[src/rtl/lvds_tx_pkg.sv]
// Shared state encoding, zero-frame macro and constants for the LVDS DDR TX framer.
// The loopback state exists only when LVDS_TX_LOOPBACK_EN is defined.
`define LVDS_TX_ZERO_FRAME(w) {(w){1'b0}}

package lvds_tx_pkg;

  typedef enum logic [1:0] {
    ST_SYNC = 2'd0,
    ST_TX   = 2'd1,
    ST_GAP  = 2'd2
`ifdef LVDS_TX_LOOPBACK_EN
    , ST_LB = 2'd3
`endif
  } tx_state_e;

  localparam logic [31:0] LB_FRAME_DEFAULT = 32'h8403_7048;
  localparam int          UNDERRUN_W       = 16;

  function automatic logic [UNDERRUN_W-1:0] sat_inc(input logic [UNDERRUN_W-1:0] v);
    return (&v) ? v : v + UNDERRUN_W'(1);
  endfunction

endpackage

[src/rtl/lvds_tx_serializer.sv]
// Frame serializer: phase counter, MSB-first shift register, frame strobe and boundary flag.
// The boundary flag marks the edge on which the next frame is loaded.
module lvds_tx_serializer
  import lvds_tx_pkg::*;
#(
  parameter int FRAME_W = 32,
  parameter int LANES   = 2
) (
  input  logic               i_ddr_clk,
  input  logic               i_rst,
  input  logic [FRAME_W-1:0] i_load_frame,
  output logic [LANES-1:0]   o_ddr_data,
  output logic               o_frame_strobe,
  output logic               o_boundary
);

  localparam int              PHASES  = FRAME_W / LANES;
  localparam int              PH_W    = $clog2(PHASES);
  localparam logic [PH_W-1:0] PH_LAST = PH_W'(PHASES - 1);

  logic [PH_W-1:0]    phase;
  logic [FRAME_W-1:0] r_shift;

  assign o_boundary = (phase == '0);
  assign o_ddr_data = r_shift[FRAME_W-1 -: LANES];

  // NOTE: sequential state uses <= so every register sees pre-edge values of the others.
  always_ff @(posedge i_ddr_clk or posedge i_rst) begin
    if (i_rst) begin
      phase          <= PH_LAST;
      r_shift        <= `LVDS_TX_ZERO_FRAME(FRAME_W);
      o_frame_strobe <= 1'b0;
    end else begin
      o_frame_strobe <= o_boundary;
      if (o_boundary) begin
        phase   <= PH_LAST;
        r_shift <= i_load_frame;
      end else begin
        phase   <= phase - PH_W'(1);
        r_shift <= {r_shift[FRAME_W-LANES-1:0], `LVDS_TX_ZERO_FRAME(LANES)};
      end
    end
  end

endmodule

[src/rtl/lvds_tx_framer.sv]
// DDR-lane TX framer: sync/gap insertion, FIFO pull and underrun counting around the serializer.
// Define LVDS_TX_LOOPBACK_EN to add the i_debug_lb port and the loopback state.
module lvds_tx_framer
  import lvds_tx_pkg::*;
#(
  parameter int FRAME_W     = 32,
  parameter int LANES       = 2,
  parameter int SYNC_FRAMES = 10,
  parameter int GAP_W       = 4
`ifdef LVDS_TX_LOOPBACK_EN
  , parameter logic [FRAME_W-1:0] LB_FRAME = LB_FRAME_DEFAULT
`endif
) (
  input  logic                  i_ddr_clk,
  input  logic                  i_rst,
  output logic [LANES-1:0]      o_ddr_data,
  input  logic                  i_fifo_empty,
  input  logic [FRAME_W-1:0]    i_fifo_data,
  output logic                  o_fifo_pull,
  input  logic [GAP_W-1:0]      i_sample_gap,
  input  logic                  i_tx_en,
`ifdef LVDS_TX_LOOPBACK_EN
  input  logic                  i_debug_lb,
`endif
  output logic                  o_tx_state,
  output logic                  o_frame_strobe,
  output logic [UNDERRUN_W-1:0] o_underrun_cnt
);

  localparam int                SYNC_W    = $clog2(SYNC_FRAMES + 1);
  localparam logic [SYNC_W-1:0] SYNC_FULL = SYNC_W'(SYNC_FRAMES);

  tx_state_e          state, nxt_state;
  logic [SYNC_W-1:0]  sync_cnt, nxt_sync;
  logic [GAP_W-1:0]   gap_cnt, nxt_gap;
  logic [FRAME_W-1:0] load_frame;
  logic               take_word, underrun, boundary;

  // sync_cnt counts zero frames still owed; the frame that brings it to zero is the decision point.
  // NOTE: every always_comb output gets a default first, so no path can infer a latch.
  always_comb begin
    nxt_state  = state;
    nxt_sync   = sync_cnt;
    nxt_gap    = gap_cnt;
    load_frame = `LVDS_TX_ZERO_FRAME(FRAME_W);
    take_word  = 1'b0;
    underrun   = 1'b0;
    case (state)
      ST_SYNC: begin
        if (sync_cnt > SYNC_W'(1)) nxt_sync = sync_cnt - SYNC_W'(1);
        else if (i_tx_en && !i_fifo_empty) take_word = 1'b1;
`ifdef LVDS_TX_LOOPBACK_EN
        else if (i_debug_lb && !i_tx_en) begin
          nxt_state  = ST_LB;
          load_frame = LB_FRAME;
        end
`endif
        else nxt_sync = SYNC_FULL;
      end
      ST_TX: begin
        if (!i_tx_en) begin
          nxt_state = ST_SYNC;
          nxt_sync  = SYNC_FULL;
        end else if (!i_fifo_empty) begin
          take_word = 1'b1;
        end else begin
          underrun  = 1'b1;
          nxt_state = ST_SYNC;
          nxt_sync  = SYNC_FULL;
        end
      end
      ST_GAP: begin
        if (!i_tx_en) begin
          nxt_state = ST_SYNC;
          nxt_sync  = SYNC_FULL;
        end else if (gap_cnt == '0) nxt_state = ST_TX;
        else nxt_gap = gap_cnt - GAP_W'(1);
      end
`ifdef LVDS_TX_LOOPBACK_EN
      ST_LB: begin
        if (i_debug_lb && !i_tx_en) load_frame = LB_FRAME;
        else begin
          nxt_state = ST_SYNC;
          nxt_sync  = SYNC_FULL;
        end
      end
`endif
      default: begin
        nxt_state = ST_SYNC;
        nxt_sync  = SYNC_FULL;
      end
    endcase
    // A consumed word always sets up the following gap, whether it came from SYNC or TX.
    if (take_word) begin
      load_frame = i_fifo_data;
      nxt_state  = (i_sample_gap == '0) ? ST_TX : ST_GAP;
      nxt_gap    = i_sample_gap - GAP_W'(1);
    end
  end

  // Pop on the very edge that loads the word into the shift register.
  assign o_fifo_pull = boundary && take_word;

  always_ff @(posedge i_ddr_clk or posedge i_rst) begin
    if (i_rst) begin
      state          <= ST_SYNC;
      sync_cnt       <= SYNC_FULL;
      gap_cnt        <= '0;
      o_tx_state     <= 1'b0;
      o_underrun_cnt <= '0;
    end else if (boundary) begin
      state      <= nxt_state;
      sync_cnt   <= nxt_sync;
      gap_cnt    <= nxt_gap;
      o_tx_state <= (nxt_state == ST_TX) || (nxt_state == ST_GAP);
      if (underrun) o_underrun_cnt <= sat_inc(o_underrun_cnt);
    end
  end

  lvds_tx_serializer #(
    .FRAME_W(FRAME_W),
    .LANES  (LANES)
  ) u_ser (
    .i_ddr_clk     (i_ddr_clk),
    .i_rst         (i_rst),
    .i_load_frame  (load_frame),
    .o_ddr_data    (o_ddr_data),
    .o_frame_strobe(o_frame_strobe),
    .o_boundary    (boundary)
  );

endmodule

[config.mk]
export PLATFORM = sky130hd
export DESIGN_NAME = lvds_tx_framer
export DESIGN_NICKNAME = d
export VERILOG_FILES = /design/src/rtl/lvds_tx_pkg.sv /design/src/rtl/lvds_tx_serializer.sv /design/src/rtl/lvds_tx_framer.sv
export SDC_FILE = /design/constraint.sdc
export NUM_CORES = 1
export LEC_CHECK = 0
export ABC_AREA = 0
export ABC_CLOCK_PERIOD_IN_PS = 2600
export CELL_PAD_IN_SITES_DETAIL_PLACEMENT = 1
export CELL_PAD_IN_SITES_GLOBAL_PLACEMENT = 2
export CORE_UTILIZATION = 41
export CTS_CLUSTER_DIAMETER = 60
export DETAILED_ROUTE_END_ITERATION = 8
export DONT_BUFFER_PORTS = 1
export PLACE_DENSITY = 0.77
export SLEW_MARGIN = 25
export SYNTH_ARGS = -nofsm -noshare
export SYNTH_HDL_FRONTEND = slang
export SYNTH_SLANG_ARGS = --single-unit
export TNS_END_PERCENT = 100
[constraint.sdc]
create_clock -name i_ddr_clk -period 2.6 [get_ports i_ddr_clk]
set_input_delay 0 -clock i_ddr_clk [delete_from_list [all_inputs] [get_ports i_ddr_clk]]
set_output_delay 0 -clock i_ddr_clk [all_outputs]
set_load 0.1 [all_outputs]
==> key figures <==
Status
  – Outcome: completed

Worst setup path
  – CP max FO: 4
  – CP Data Required Time: 2830 ps
  – CP max stage delay: 540 ps
  – Crit-path cells: inv_1 > ha_1 > or2_2 > a21oi_2 > or2_2 > mux2i_1 > ha_1 > xnor2_1 > a32oi_1 > o22a_1
  – Critical-path top delay cell: dfstp_2
  – Critical Path AT: roughly 2700 ps
  – CP bufs+invs: 1
  – Crit path kind: reg2reg
  – Nature of the critical path endpoint: flip-flop
  – Startpoint types: flip-flop
  – Cell family with most CP delay: flip-flops

Placed design
  – Dpl hpwl: 4.29 mm
  – RD Place Congestion: approximately 0.80
  – Port Buffers: 0

Synthesis
  – Async set or reset register ratio after synthesis: 100%
  – Top_reg_cell synth: dfrtp_1
  – Gate Count Post-Synth: 236
  – Syn avg cell area: ~12 µm²
  – EDFF count, synth: 0
  – Yosys top cell by area: dfrtp_1
  – Top cells by area, synth: dfrtp_1 51%, a22o_1 9.6%, dfstp_2 5.6%
  – Area fraction of the dominant cell type after synthesis: about 51%
  – Register area share after synthesis: 56.8%
  – Post-Syn Area: 2830 µm²
  – Synthesis-stage register bit count: 64
  – YS warnings: 0
  – Post-Syn Nets: 281
  – Yosys cell types: 51

STA
  – Max-slew headroom: 40.7%
  – Slew @ Worst Pin: 890 ps
  – Final hold violations: 0
  – Unrepaired setup endpoints after global routing: no
  – Final Slew Violations: 0
  – F_max: 412 MHz
  – Final cycle utilization of the critical path: 93.3%
  – TNS Setup: 0 ps
  – Final Skew: 8.50 ps
  – Setup violators final: 0
  – Tmin final: roughly 2400 ps

Floorplanning
  – Placement Rows: 29
  – Initial core utilization: a little over two fifths
  – Die Area: 7240 µm²
  – Die H: 85.1 µm
  – Io pins: 61
  – Die X: approximately 85 µm
  – Core Area: 6490 µm²

Layout
  – Commonest non-fill, non-tap cell in the layout: dfrtp_1
  – Most frequent cells in the layout: 58 x dfrtp_1, 35 x dlygate4sd3_1, 31 x a22o_1, 26 x buf_4, 14 x nor2_1
  – Nets: 343
  – Ant diodes: 0
  – Layout cell share with drive strength beyond 1: 20.1%
  – Syn-to-layout area delta: 27.4%
  – Core Util, Final: 55.5%

Global routing
  – Total GRT Usage: between 20 and 25%
  – Largest net degree at the start of global routing: 36
  – Number of global-route vias before repair: ~2,300
  – First-pass GRT wire length: 11.3 mm
  – GR Overflow Total: 0
  – Initial antenna violation count: 0

CTS
  – Max Buffers Root-to-Sink: 2
  – # H-tree levels: 3
  – Root Buffer Master: clkbuf_8
  – Clk slew on worst S/H paths: ~70 ps
  – TritonCTS Sinks: 64
  – Worst skew pair latency: 340 ps
  – CTS Buf Count: 9
  – CTS tree: done

Power and ir drop
  – Power density over the cells: 612 nW/µm²
  – Pleak: 0.00171 µW
  – VDD IR max: 0.344 mV

Route
  – Initial DRC Count: 77
  – DRC violations left: 0
  – DR vias: 2,131
  – TritonRoute pass-1 iters: 7
  – Post-Route WL: 6.76 mm
  – Vias per cell: 5.61
  – Post-route ant nets: 0
  – Routed len/inst: 17.8 µm

Run
  – Max-cap violation count: 0

Hold path
  – Worst Hold Class: in2reg
cells in the mapped netlist (4+ instances only):
library cell,n
a21oi_1,7
nand2_1,8
and3_1,4
ha_1,5
nor3_1,6
nor2b_1,4
nand4_1,5
xnor2_1,9
buf_4,7
a22o_1,31
o21ai_0,5
nor2_1,14
dfrtp_1,58
inv_1,8
dfstp_2,6
xor2_1,5
nand3_1,7
where the power goes:
group / leakage [µW] / internal, µW / total (µW) / switching [µW]
sequential: 0.000853 / 1060 / 1100 / 46.6
clock: 0.0000993 / 467 / 854 / 387
combinational: 0.000760 / 121 / 250 / 129
registers in the layout, indices dropped and copies added, names as in the netlist:
signal / cells
gap_cnt: 4
o_tx_state: 1
o_underrun_cnt: 16
state: 2
sync_cnt: 4
u_ser.o_frame_strobe: 1
u_ser.phase: 4
u_ser.r_shift: 32
tightest hold or removal path: stages:
cell and delay [ps]:
mux2i_1 110, ha_1 140, mux2i_1 60
final cells by class:
type / count / area [µm²]
clock buffers: 11 / 141
clock inverters: 5 / 56.3
fillers: 696 / 2890
inverters: 9 / 38.8
multi-input cells: 153 / 1120
flip-flops and latches: 64 / 1610
well taps: 77 / 96.3
repair buffers: 61 / 546
path summary, 6_finish.rpt:
path / start / endpoint / slack, ps / cells past startpoint
max: sync_cnt[1] / gap_cnt[2] / 170 / 10
min: i_sample_gap[1] / gap_cnt[1] / 10 / 3
max reg2reg: sync_cnt[1] / gap_cnt[2] / 170 / 10
min reg2reg: u_ser.phase[0] / u_ser.phase[0] / 450 / 1
max in group asynchronous: i_rst / u_ser.r_shift[16] / 1660 / 3
min in group asynchronous: i_rst / u_ser.r_shift[8] / 220 / 2
routing by layer:
metal / part of all wire [%] / track usage [%] / vias up
li1: - / - / 988
met1: 43 / 24.3 / 1075
met2: 50 / 34.8 / 54
met3: 4.7 / 5.74 / 14
met4: 1.9 / 8.78 / 0
met5: 0 / 0 / -
through the flow:
step | cells | hold WS [ps] | total power, µW | setup WS [ps] | cell area [µm²]
floorplan | 236 | 133 | 1270 | 226 | 2830
global placement | 325 | 11.1 | 1310 | 221 | 3030
detailed placement | 325 | 35.1 | 1320 | 146 | 3030
CTS | 377 | 4.79 | 2230 | 60.2 | 3580
global route | 380 | 20.4 | 2310 | 22.7 | 3610
finish | 380 | 12.9 | 2210 | 173 | 3610
cell families after synthesis:
logic type / count (synthesis) / share of synthesized area, %
fa+ha+maj: 5 / 2.21
simple gates: 68 / 14.5
flops: 64 / 56.8
buf+inv: 20 / 4.02
compound gates: 61 / 16.6
mux: 4 / 1.46
xor+xnor: 14 / 4.33
timing repair:
action	in CTS	in global routing
pin swaps	1	1
endpoints found under the hold margin	59	0
gates resized for setup	0	1
hold buffers	35	0
endpoints found under the setup margin	1	2
buffers inserted	0	3
gates cloned	1	0
Power figures use the tool's default switching activity.
